File: src/rtl/fanout_pkg.sv
// Shared types, default sizing and the acceptance reduction for the broadcast fork.
package fanout_pkg;

  typedef enum logic [0:0] {
    IDLE = 1'b0,
    BUSY = 1'b1
  } fork_state_t;

  localparam int DEF_NUM_OUT    = 3;
  localparam int DEF_DATA_WIDTH = 17;
  localparam int DEF_CNT_WIDTH  = 16;
  localparam int MAX_OUT        = 8;

  // True when every enabled branch has either taken the token or is taking it now.
  // Narrower callers zero-extend; a zero mask bit counts as satisfied.
  function automatic logic all_accepted(input logic [MAX_OUT-1:0] mask,
                                        input logic [MAX_OUT-1:0] done,
                                        input logic [MAX_OUT-1:0] ready);
    return &(~mask | done | ready);
  endfunction

endpackage

File: src/rtl/fanout_tok_counter.sv
// Saturating event counter; clear wins over increment, no backpressure.
module fanout_tok_counter #(
  parameter int CNT_WIDTH = 16
) (
  input  logic                 clk_i,
  input  logic                 rst_i,
  input  logic                 inc_i,
  input  logic                 clr_i,
  output logic [CNT_WIDTH-1:0] cnt_o
);

  logic [CNT_WIDTH-1:0] cnt_q;
  logic [CNT_WIDTH-1:0] cnt_d;

  always_comb begin
    cnt_d = cnt_q;
    if (clr_i) begin
      cnt_d = '0;
    end else if (inc_i && (cnt_q != {CNT_WIDTH{1'b1}})) begin
      cnt_d = cnt_q + CNT_WIDTH'(1);
    end
  end

  always_ff @(posedge clk_i) begin
    if (rst_i) begin
      cnt_q <= '0;
    end else begin
      cnt_q <= cnt_d;
    end
  end

  assign cnt_o = cnt_q;

endmodule

File: src/rtl/fanout_fork_ctrl.sv
// Eager ready/valid fork of one producer to NUM_OUT consumers with boundary-aligned mask updates.
// Zero-latency combinational handshake; upstream stalls until every enabled branch has taken the token.
module fanout_fork_ctrl
  import fanout_pkg::*;
#(
  parameter int NUM_OUT    = DEF_NUM_OUT,
  parameter int DATA_WIDTH = DEF_DATA_WIDTH,
  parameter int CNT_WIDTH  = DEF_CNT_WIDTH
) (
  input  logic                          CLK,
  input  logic                          RESET,
  input  logic                          in_valid,
  input  logic [DATA_WIDTH-1:0]         in_data,
  output logic                          in_ready,
  output logic [NUM_OUT-1:0]            out_valid,
  output logic [NUM_OUT*DATA_WIDTH-1:0] out_data,
  input  logic [NUM_OUT-1:0]            out_ready,
  input  logic                          cfg_wr,
  input  logic [NUM_OUT-1:0]            cfg_mask,
  output logic                          cfg_pending,
  output logic [NUM_OUT-1:0]            active_mask,
  input  logic                          cnt_clr,
  output logic [NUM_OUT*CNT_WIDTH-1:0]  tok_cnt
);

  logic [NUM_OUT-1:0] done_q, done_d;
  logic [NUM_OUT-1:0] active_q, active_d;
  logic [NUM_OUT-1:0] pend_q, pend_d;
  logic               pending_q, pending_d;
  fork_state_t        state_q, state_d;

  logic [NUM_OUT-1:0] fire;
  logic               complete;
  logic               boundary;

  assign out_data  = {NUM_OUT{in_data}};
  assign out_valid = {NUM_OUT{in_valid}} & active_q & ~done_q;
  assign in_ready  = all_accepted(MAX_OUT'(active_q), MAX_OUT'(done_q), MAX_OUT'(out_ready));
  assign fire      = out_valid & out_ready;
  assign complete  = in_valid & in_ready;

  // A mask may only change where no token is partially delivered.
  assign boundary  = complete | ((state_q == IDLE) & ~in_valid);

  always_comb begin
    done_d    = complete ? '0 : (done_q | fire);
    state_d   = (done_d != '0) ? BUSY : IDLE;
    active_d  = active_q;
    pend_d    = pend_q;
    pending_d = pending_q;
    if (cfg_wr) begin
      if (boundary) begin
        active_d  = cfg_mask;
        pending_d = 1'b0;
      end else begin
        pend_d    = cfg_mask;
        pending_d = 1'b1;
      end
    end else if (pending_q && boundary) begin
      active_d  = pend_q;
      pending_d = 1'b0;
    end
  end

  always_ff @(posedge CLK) begin
    if (RESET) begin
      done_q    <= '0;
      active_q  <= '1;
      pend_q    <= '0;
      pending_q <= 1'b0;
      state_q   <= IDLE;
    end else begin
      done_q    <= done_d;
      active_q  <= active_d;
      pend_q    <= pend_d;
      pending_q <= pending_d;
      state_q   <= state_d;
    end
  end

  assign cfg_pending = pending_q;
  assign active_mask = active_q;

  for (genvar g = 0; g < NUM_OUT; g++) begin : g_cnt
    fanout_tok_counter #(
      .CNT_WIDTH(CNT_WIDTH)
    ) u_cnt (
      .clk_i(CLK),
      .rst_i(RESET),
      .inc_i(fire[g]),
      .clr_i(cnt_clr),
      .cnt_o(tok_cnt[g*CNT_WIDTH +: CNT_WIDTH])
    );
  end

endmodule

File: config.mk
export PLATFORM = sky130hd
export DESIGN_NAME = fanout_fork_ctrl
export DESIGN_NICKNAME = d
export VERILOG_FILES = /design/src/rtl/fanout_pkg.sv /design/src/rtl/fanout_tok_counter.sv /design/src/rtl/fanout_fork_ctrl.sv
export SDC_FILE = /design/constraint.sdc
export NUM_CORES = 1
export LEC_CHECK = 0
export ABC_AREA = 1
export ABC_CLOCK_PERIOD_IN_PS = 2000
export BUFFER_PORTS_ARGS = -buffer_cell sky130_fd_sc_hd__buf_2
export CELL_PAD_IN_SITES_DETAIL_PLACEMENT = 1
export CELL_PAD_IN_SITES_GLOBAL_PLACEMENT = 2
export CORE_ASPECT_RATIO = 1.5
export CORE_MARGIN = 2
export CORE_UTILIZATION = 26
export DETAILED_ROUTE_END_ITERATION = 7
export MAX_ROUTING_LAYER = met4
export PLACE_DENSITY_LB_ADDON = 0.1
export SYNTH_ARGS = -nofsm -noshare
export SYNTH_HDL_FRONTEND = slang
export SYNTH_SLANG_ARGS = --single-unit
export TNS_END_PERCENT = 30
File: constraint.sdc
create_clock -name CLK -period 2 [get_ports CLK]
set_input_delay 0.1 -clock CLK [delete_from_list [all_inputs] [get_ports CLK]]
set_output_delay 0.1 -clock CLK [all_outputs]
set_load 0.05 [all_outputs]
* After elaboration in Yosys (flattened, before gate mapping)
Cells that the tools add are included.
** Word-level totals
- Register bits :: 59
- Input port bits :: 28
- Logic and storage cells :: 47
** Cells by class
- Add/sub/neg operators :: 3
- Equality and inequality tests :: 4
- Mux-type cells :: 8
- Bitwise gates (word level) :: 14
- Reductions and logical operators :: 10
** Operators by type and width (count)
- 16-bit by 1-bit adder with 16-bit output (second input constant) :: 3
- 16-bit inequality test (second input constant) :: 3
- 8-bit by 3-bit bitwise OR with 8-bit output :: 2
- 3-bit two-way mux :: 4
- 3-bit AND :: 3
- 3-bit NOT with 8-bit output :: 1
- 8-bit AND reduction :: 1
- 1-bit logical AND :: 4
- 1-bit two-way mux :: 4
- 2-bit AND reduction :: 2
- 1-bit NOT :: 3
- 3-bit NOT :: 1
- 3-bit bitwise OR :: 1
- 3-bit nonzero test :: 1
- 1-bit AND :: 2
- 2-bit by 1-bit inequality test with 1-bit output (second input constant) :: 1
- 2-bit nonzero test :: 1
- 2-bit OR reduction :: 1
- 1-bit bitwise OR :: 1

* Longest topological paths before layout
Gate-level depths: netlist of the first run.
- Depth in word-level cells :: 9
- Mapped depth :: 10
- Gate-level depth less buffers :: 10

* Cells and area by module
A second synthesis of the first run with hierarchy kept.
** Unflattened totals
- Cells, all modules :: 596
- Area, all modules :: 3978.8 um2
** By module, submodules not included
- fanout_tok_counter :: times used 3, cells each 156, area an instance 1004.7 um2
- fanout_fork_ctrl :: times used 1, cells each 128, area an instance 964.7 um2

* Least setup slack after synthesis of the first run
Ideal clock, no wire load.
- Path type :: reg2reg
- Start :: register active_q[1] (netlist: active_mask[1])
- End :: register g_cnt[1].u_cnt.cnt_q[10]
- Library setup time :: 132 ps
- Data arrival time :: 1928 ps
- Required time :: 1868 ps
- Setup slack :: -61 ps
- Stages on the path, launching flop included :: 9
- Path buffers :: 1
- Period minus slack after synthesis :: 2061 ps
- Cells stage by stage :: dfxtp_1 > nand2_1 > nor2_2 > nand2_1 > inv_1 > o21ai_4 > buf_6 > nand2_1 > a21oi_1
** On the way
- Longest elaborated chain between the ends :: 4
** Ends and longest elaborated chain
- start, declared :: line fanout_fork_ctrl.sv:27 : logic [NUM_OUT-1:0] active_q, active_d;
- start signal, assigned :: line fanout_fork_ctrl.sv:74 : active_q <= active_d;
- 3-bit AND (2 in series) :: line fanout_fork_ctrl.sv:37 : assign out_valid = {NUM_OUT{in_valid}} & active_q & ~done_q;
- named net out_valid[1] :: line fanout_fork_ctrl.sv:15 : output logic [NUM_OUT-1:0] out_valid,
- 3-bit AND :: line fanout_fork_ctrl.sv:39 : assign fire = out_valid & out_ready;
- 1-bit logical AND :: line fanout_tok_counter.sv:19 : end else if (inc_i && (cnt_q != {CNT_WIDTH{1'b1}})) begin
- end signal, assigned :: line fanout_tok_counter.sv:28 : cnt_q <= cnt_d;
- end, declared :: line fanout_tok_counter.sv:12 : logic [CNT_WIDTH-1:0] cnt_q;
The timed path passes the listed nets, and every way through them passes these cells.
A chain may end at the register's enable or synchronous reset.

* Worst setup path in the final report of the first run
- Start :: register g_cnt[0].u_cnt.cnt_q[0]
- End :: register g_cnt[0].u_cnt.cnt_q[12]
** On the way
- Longest elaborated chain between the ends :: 2
- Elaborated cells between the ends (all ways) :: 3
- Classes of those cells :: 1 x add/sub; 1 x eq/ne; 1 x reduce/logical
** Ends and longest elaborated chain (line)
- start, declared :: fanout_tok_counter.sv:12
- start signal, assigned :: fanout_tok_counter.sv:28
- branches (longest 2 deep; another with 16-bit by 1-bit adder with 16-bit output)
Several ways; the timed one is not identified.

==> impl_metrics.ini, run 1 <==
[status]
status = complete, no violations

[sta]
rsz0062_at_grt = false
relSlewSlack = 0.480
setup_tns_ns = 0
tightestPinTransition_ns = 0.779
finalCriticalPeriod_ns = 1.81
whs_ns = 0.0133
finalSetupViolCount = 0
slew_viol_final = 0
clock_skew_ns = 0.0109
period_share = 0.907
fmax_ghz = 0.551
hold_viol_final = 0

[routing]
drt_wl_total_mm = 11.5
via_per_inst = 4.45
num_vias = 3681
drt_pass1_iterations = 4
drc = 0
drt_iter0_markers = 53
wire_per_inst_um = 14.0
drtAntennaViolNets = 0

[clock_tree]
cts_repair_resize_count = 0
cts_made_buffers = 9
cts_tree = yes
cts.clk_slew.worst_paths_ns = 0.05
clockBufferDepth = 2
cts.sinks = 59
post_cts_buffers = 0
h-tree-depth = 3
cts-root-buf = clkbuf_16
clock_latency_ns = 0.33

[synth]
syn-cell-area_sq_um = 3880
synth_cell_type_count = 32
seq_area_frac_synth = 0.304
yosys_register_bits = 59
yosys_warnings = 0
synth_area_leaders = dfxtp_1 30%, nand2_1 17%, buf_4 9.9%
synth_top_cell_by_area = dfxtp_1
synth.most_common_cell = nand2_1
synthCells = 593
async_flop_share = 0
synth_edf_count = 0
syn_nets = 624
synth_top_area_frac = 0.304
ys.flop_type = dfxtp_1
syn_avg_cell_area_sq_um = 6.55
ys_top_cells_by_count = 179 x nand2_1, 80 x nor2_1, 59 x dfxtp_1

[floorplan]
rows = 54
io_pins = 135
core-area_sq_um = 14600
die_h_um = 154
die_x_um = 104
dieArea_sq_um = 16000
initial_utilization = 0.266

[global_route]
grt_remaining_overflow = 0
grt_pass1_wl_mm = 18.9
antenna_found_initial = 0
grt_usage = 0.153
grt_pass1_vias = 3813
grt_max_degree = 19

[worst_setup_path]
path_class = reg -> reg
worstPathMaxFanout = 7
end_kind = flip-flop
critPathRequiredTime_ns = 2.17
start_kind = flip-flop
arrival_ns = 1.99

[power]
ir_drop_v = 0.000307
power_density_nw_per_um2 = 696
power_mw = 3.07
leakage_nw = 1.83

[placement]
port_buffers = 66
place_hpwl_mm = 8.78
gp_congestion = 0.790
dp_cells = 810
dpl-instance-area_sq_um = 4110

[layout]
drive_gt1_frac = 0.220
multi_input_area_sq_um = 2020
layout.cells.non_filler = 827
register_area_sq_um = 1180
fill_cells = 1908
final_area_sq_um = 4410
fin_nets = 658
diodes = 0
synthToLayoutAreaGrowth_pct = 13.6

[flow_run]
drv_cap = 0

[hold_path]
hold_path.class = in -> reg
## worst paths after layout
check / startpoint / to / slack, ns / cells after the start
hold / removal: cfg_mask[1] / pend_q[1] / 0.01 / 3
setup reg to reg: g_cnt[0].u_cnt.cnt_o[0] / g_cnt[0].u_cnt.cnt_o[12] / 0.19 / 7
setup / recovery: g_cnt[0].u_cnt.cnt_o[0] / g_cnt[0].u_cnt.cnt_o[12] / 0.19 / 7
hold reg to reg: done_q[1] / done_q[1] / 0.50 / 2
## layout make-up
class                      count  area share
clock inverter                 2     0.00227
clock buffer                  13      0.0612
sequential                    59       0.268
timing repair buffer          85       0.108
multi-input combinational    417       0.458
inverter                      55      0.0473
tap                          196      0.0556
## per-stage QoR
stage	worst slack (ns)	utilization
after global placement	0.234	0.282
after floorplan	0.0604	-
after CTS	0.172	0.302
after global routing	0.0228	0.302
final	0.187	0.302
after detailed placement	0.189	0.282
## critical path: stages (launching register included)
cell and delay [ns]:
dfxtp_1 0.45, ha_1 0.28, nand2_2 0.08, nor2_1 0.34, nand3_1 0.13, nor2_1 0.18, nand2_1 0.06, nor3b_1 0.13
## cell families after synthesis
kind of cell	share of synthesized area
buffers and inverters	0.177
DFF	0.304
adders and majority gates	0.00967
AOI/OAI and AO/OA	0.0834
xor gates and xnor gates	0.0428
and+or+nand+nor	0.383
## repair_timing
action,in CTS,in global routing
hold buffers,2,0
endpoints found under the hold margin,2,0
setup endpoints to repair,0,0
## layer usage
metal  up-vias  track usage  share of wire
met4         0       0.0560          0.017
met3        14       0.0259          0.028
met2        51        0.286           0.53
li1       1886            -              -
met1      1730        0.159           0.42
met5         -            -              0
## power breakdown
part	total, mW	leakage [nW]	switching (mW)	internal [mW]
clock network	1.49	0.141	0.565	0.929
registers	1.22	0.478	0.0191	1.20
logic	0.355	1.21	0.266	0.0888
total	3.07	1.83	0.850	2.22
## layout by cell type, fill, tap and decap left out, types with 2 or more instances in the layout
cell type,synthesis,final
o21ai_0,13,13
buf_4,51,17
nor3b_1,2,2
buf_2,1,66
nand4_1,19,19
dfxtp_1,59,59
nand2_1,179,179
xor2_1,13,13
a21oi_1,30,30
clkinv_2,0,2
inv_2,4,4
nor3_1,3,3
a21oi_2,9,9
clkbuf_8,0,3
inv_1,50,50
nor2_1,80,80
ha_1,3,3
nor2_4,4,5
nor3_4,2,2
dlygate4sd3_1,0,2
xnor2_1,6,6
clkbuf_16,0,9
nand3_1,28,28
nand2_2,14,14
nor2_2,5,4
## flip-flops by register name, summed over array words and instances, names as in the netlist
signal             cells
pend_q                 3
state_q                1
g_cnt.u_cnt.cnt_o     48
active_mask            3
cfg_pending            1
done_q                 3
(Power assumes the default switching activity.)
==> run 2, diff against run 1 <==
--- a/config.mk
+++ b/config.mk
@@ -10,7 +10,7 @@
 export BUFFER_PORTS_ARGS = -buffer_cell sky130_fd_sc_hd__buf_2
 export CELL_PAD_IN_SITES_DETAIL_PLACEMENT = 1
 export CELL_PAD_IN_SITES_GLOBAL_PLACEMENT = 2
-export CORE_ASPECT_RATIO = 1.5
+export CORE_ASPECT_RATIO = 2
 export CORE_MARGIN = 2
 export CORE_UTILIZATION = 26
 export DETAILED_ROUTE_END_ITERATION = 7
==> impl_metrics.ini, run 2 (synthesis gave the netlist of run 1 again) <==
[floorplan]
die_h_um = 177
die_x_um = 90.4
initial_utilization = 0.263
rows = 63
core-area_sq_um = 14700
dieArea_sq_um = 16000
io_pins = 135

[routing]
drtAntennaViolNets = 0
drc = 0
drt_pass1_iterations = 4
num_vias = 3702
drt_wl_total_mm = 12.3
via_per_inst = 4.45
drt_iter0_markers = 62
wire_per_inst_um = 14.8

[sta]
tightestPinTransition_ns = 0.526
finalCriticalPeriod_ns = 1.75
period_share = 0.877
setup_tns_ns = 0
relSlewSlack = 0.649
clock_skew_ns = 0.00644
fmax_ghz = 0.570
finalSetupViolCount = 0
worst_slack_ns = 0.245
rsz0062_at_grt = false
slew_viol_final = 0
hold_viol_final = 0

[placement]
gp_congestion = 0.749
dpl-instance-area_sq_um = 4150
dp_cells = 814
port_buffers = 66
pre_cts_ws_ns = 0.207
place_hpwl_mm = 9.82

[layout]
largest_reg_flops = 48
synthToLayoutAreaGrowth_pct = 14.1
fin_nets = 662
final_area_sq_um = 4430
layout_commonest_cell = nand2_1
drive_gt1_frac = 0.225
layout_common_cells = 179 x nand2_1, 80 x nor2_1, 66 x buf_2
postLayoutCoreUtil = 0.301
layout.cells.non_filler = 831
diodes = 0

[clock_tree]
clockBufferDepth = 2
cts-root-buf = clkbuf_16
h-tree-depth = 3
cts_repair_resize_count = 0
cts_made_buffers = 9
cts.clk_slew.worst_paths_ns = 0.05
clock_latency_ns = 0.33
cts_tree = yes
cts.sinks = 59

[worst_setup_path]
end_kind = flip-flop
worstPathMaxFanout = 16
critPathRequiredTime_ns = 2.22
arrival_ns = 1.98
start_kind = flip-flop
ff2ff_path_depth = 9
path_class = reg -> reg

[hold_path]
min_path_cells = 3
hold_path.class = in -> reg

[power]
ir_drop_v = 0.000364
leakage_nw = 1.85
power_density_nw_per_um2 = 681

[status]
status = complete, no violations

[global_route]
grt_pass1_vias = 3920
grt_remaining_overflow = 0
antenna_found_initial = 0
grt_pass1_wl_mm = 20.0
grt_usage = 0.165
grt_max_degree = 17

[flow_run]
drv_cap = 0
-- run 2: timing repair --
action	CTS	global route
endpoints found under the hold margin	1	0
hold buffers	1	0
setup buffers	0	0
-- run 2: path summary, 6_finish.rpt --
| check | end | slack [ns] | startpoint |
|---|---|---|---|
| worst max register to register | g_cnt[0].u_cnt.cnt_o[0] | 0.25 | g_cnt[0].u_cnt.cnt_o[1] |
| worst min-delay path | pend_q[0] | 0.01 | cfg_mask[0] |
| worst min register to register | done_q[2] | 0.50 | done_q[2] |
| worst max-delay path | g_cnt[0].u_cnt.cnt_o[0] | 0.25 | g_cnt[0].u_cnt.cnt_o[1] |
-- run 2: metrics by stage --
step	hold slack, ns	power (mW)
3_3_place_gp	0.201	1.61
6_report	0.0112	3.02
4_1_cts	0.00839	3.09
2_1_floorplan	0.179	1.80
5_1_grt	0.0222	3.17
3_5_place_dp	0.201	1.61
-- run 2: report_power, final --
part	switching (mW)	internal, mW
sequential	0.0175	1.21
combinational	0.268	0.0866
clock	0.539	0.902
-- run 2: per-layer routing --
layer / track usage / share of wire / vias up
li1: - / - / 1896
met2: 0.336 / 0.59 / 59
met5: - / 0 / -
met3: 0.0307 / 0.025 / 12
met1: 0.150 / 0.37 / 1735
met4: 0.0538 / 0.018 / 0
-- run 2: layout make-up --
type	count	area [sq um]
clock buffer	14	264
clock inverter	2	10.0
fill	1930	10300
inverter	55	209
multi-input combinational	417	2020
sequential	59	1180
tap	195	244
timing repair buffer	89	505
-- run 2: critical path, stage by stage (launching register included) --
cell and delay, ns:
dfxtp_1 0.34, ha_1 0.25, nand2_2 0.10, nor2_2 0.05
nand2_2 0.10, nor2_4 0.05, nor2_4 0.34, inv_4 0.18
o21ai_0 0.18, nor2_1 0.05
==> run 3, diff against run 2 <==
--- a/config.mk
+++ b/config.mk
@@ -5,14 +5,13 @@
 export SDC_FILE = /design/constraint.sdc
 export NUM_CORES = 1
 export LEC_CHECK = 0
-export ABC_AREA = 1
 export ABC_CLOCK_PERIOD_IN_PS = 2000
 export BUFFER_PORTS_ARGS = -buffer_cell sky130_fd_sc_hd__buf_2
 export CELL_PAD_IN_SITES_DETAIL_PLACEMENT = 1
 export CELL_PAD_IN_SITES_GLOBAL_PLACEMENT = 2
 export CORE_ASPECT_RATIO = 2
 export CORE_MARGIN = 2
-export CORE_UTILIZATION = 26
+export CORE_UTILIZATION = 27
 export DETAILED_ROUTE_END_ITERATION = 7
 export MAX_ROUTING_LAYER = met4
 export PLACE_DENSITY_LB_ADDON = 0.1
==> impl_metrics.ini, run 3 <==
[worst_setup_path]
startpoint = done_q[0]
cp_slowest_stage_delay_ns = 0.60
end_kind = flip-flop
crit_end = g_cnt[0].u_cnt.cnt_o[15]
path_class = reg -> reg
critPathRequiredTime_ns = 2.25
r2r-end = g_cnt[0].u_cnt.cnt_o[15]
r2r_start = done_q[0]
ff2ff_path_depth = 4
crit_chain = nand4b_1 -> or4b_4 -> or4_1 -> a21oi_1
arrival_ns = 2.15
start_kind = flip-flop
crit_slowest_cell = or4b_4
worstPathMaxFanout = 6
r2r_setup_slack_ns = 0.1

[power]
switchingPower_uw = 772
ir_drop_v = 0.000415
swShare = 0.264
power_density_nw_per_um2 = 725
power_mw = 2.93
seqPwrFrac = 0.420
power_frac_comb = 0.103
leakage_nw = 1.52
power.internal_mw = 2.16
p_clk_frac = 0.477

[synth]
synth_top_cell_by_area = dfxtp_1
syn-cell-area_sq_um = 3430
synth.most_common_cell = dfxtp_1
synth_top_area_frac = 0.344
yosys_warnings = 0
async_flop_share = 0
syn_nets = 446
synth_area_leaders = dfxtp_1 34%, buf_4 11%, a21oi_1 5.8%
ys_top_cells_by_count = 59 x dfxtp_1, 51 x buf_4, 43 x nand2_1
ys.flop_type = dfxtp_1
yosys_register_bits = 59
synth_edf_count = 0
synth_cell_type_count = 45
seq_area_frac_synth = 0.344
synthCells = 415
syn_avg_cell_area_sq_um = 8.28

[clock_tree]
clock_latency_ns = 0.33
cts_made_buffers = 9
cts-root-buf = clkbuf_16
h-tree-depth = 3
clockBufferDepth = 2
hold_buffers = 0
cts_tree = yes
cts.clk_slew.worst_paths_ns = 0.05
cts.sinks = 59

[global_route]
grt_remaining_overflow = 0
antenna_found_initial = 0
grt_pass1_wl_mm = 18.1
grt_max_degree = 23
grt_pass1_vias = 3555
grt_usage = 0.172

[floorplan]
core-area_sq_um = 12500
die_h_um = 164
initial_utilization = 0.275
io_pins = 135
die_x_um = 83.8
rows = 58
dieArea_sq_um = 13700

[routing]
drt_pass1_iterations = 4
via_per_inst = 5.39
drc = 0
wire_per_inst_um = 18.1
drt_wl_total_mm = 11.0
drt_iter0_markers = 102
num_vias = 3276
drtAntennaViolNets = 0

[layout]
fin_nets = 485
synthToLayoutAreaGrowth_pct = 17.6
drive_gt1_frac = 0.299
diodes = 0
final_area_sq_um = 4040
largest_reg_flops = 48
layout_common_cells = 66 x buf_2, 43 x nand2_1, 43 x dfxtp_1
layout_commonest_cell = buf_2

[placement]
gp_congestion = 0.762
place_hpwl_mm = 8.66
port_buffers = 66
dpl-instance-area_sq_um = 3770

[sta]
fmax_ghz = 0.526
period_share = 0.951
hold_viol_final = 0
finalSetupViolCount = 0
relSlewSlack = 0.610
slew_viol_final = 0
rsz0062_at_grt = false
finalCriticalPeriod_ns = 1.90
clock_skew_ns = 0.00670
tightestPinTransition_ns = 0.584

[hold_path]
hold_path.class = in -> reg

[flow_run]
drv_cap = 0

[status]
status = complete, no violations
==> run 3: cell types whose count changed after synthesis, sizes merged, moves of 13 or more <==
cell,change
inv,-49
or3,+15
or4,+20
nand3,-17
xor2,-13
nor2,-76
nand2,-150
o31ai,+20
==> run 3: metrics by stage <==
step	hold WS, ns	std cells	setup WS (ns)	util	setup TNS [ns]
2_1_floorplan	0.247	415	-0.0444	-	-0.183
3_3_place_gp	0.201	592	0.139	0.302	0
3_5_place_dp	0.201	592	0.124	0.302	0
4_1_cts	0.00883	607	0.101	0.323	0
5_1_grt	0.0452	608	0.00888	0.323	0
6_report	0.0245	608	0.0973	0.323	0
==> run 3: logic make-up (layout without fill, tap and decap cells) <==
group                    Yosys count  count (layout)  share of synthesized area
buffers and inverters             75             118                      0.138
AO/OA/AOI/OAI                    110             110                      0.207
adder cells (fa/ha/maj)            3               3                     0.0109
multiplexers                      12              12                     0.0350
AND/OR/NAND/NOR                  156             156                      0.265
flip-flops                        59              59                      0.344
==> run 3: worst min path at each step <==
stage / startpoint / endpoint / cells after the start
3_5_place_dp: in_data[1] / out_data[1] / 0
4_1_cts: cfg_mask[1] / pend_q[1] / 3
5_1_grt: cfg_mask[1] / pend_q[1] / 3
3_3_place_gp: in_data[1] / out_data[1] / 0
2_1_floorplan: cfg_mask[0] / pend_q[0] / 2
6_report: cfg_mask[1] / pend_q[1] / 3
==> run 3: timing repair <==
item	in CTS	in global routing
gates resized for setup	0	1
buffers inserted	0	1
setup endpoints to repair	0	2
==> run 3: metal layers <==
metal / vias to the layer above / GRT usage / share of wire / wire [um]
met5: - / - / 0 / 0
met4: 0 / 0.0755 / 0.023 / 249
met3: 17 / 0.0298 / 0.031 / 346
met2: 67 / 0.339 / 0.59 / 6490
met1: 1589 / 0.157 / 0.36 / 3940
li1: 1603 / - / - / -
==> run 3: power groups by stage <==
stage	Combinational (mW)	Sequential, mW	Clock, mW
2_1_floorplan	0.439	1.29	0
3_3_place_gp	0.306	1.25	0
3_5_place_dp	0.304	1.25	0
4_1_cts	0.305	1.23	1.47
5_1_grt	0.325	1.23	1.50
6_report	0.302	1.23	1.40
==> run 3: area by class of cell <==
type,instances,area [sq um]
Timing Repair Buffer,97,576
Fill cell,1545,8440
Multi-Input combinational cell,281,1790
Tap cell,150,188
Sequential cell,59,1200
Clock inverter,3,15.0
Inverter,6,22.5
Clock buffer,12,246
==> run 3: worst max-delay path, delay by kind of cell (launching register included) <==
family          cells  cell delay, ns
simple gates        3            1.33
flops               1            0.33
compound gates      1            0.16
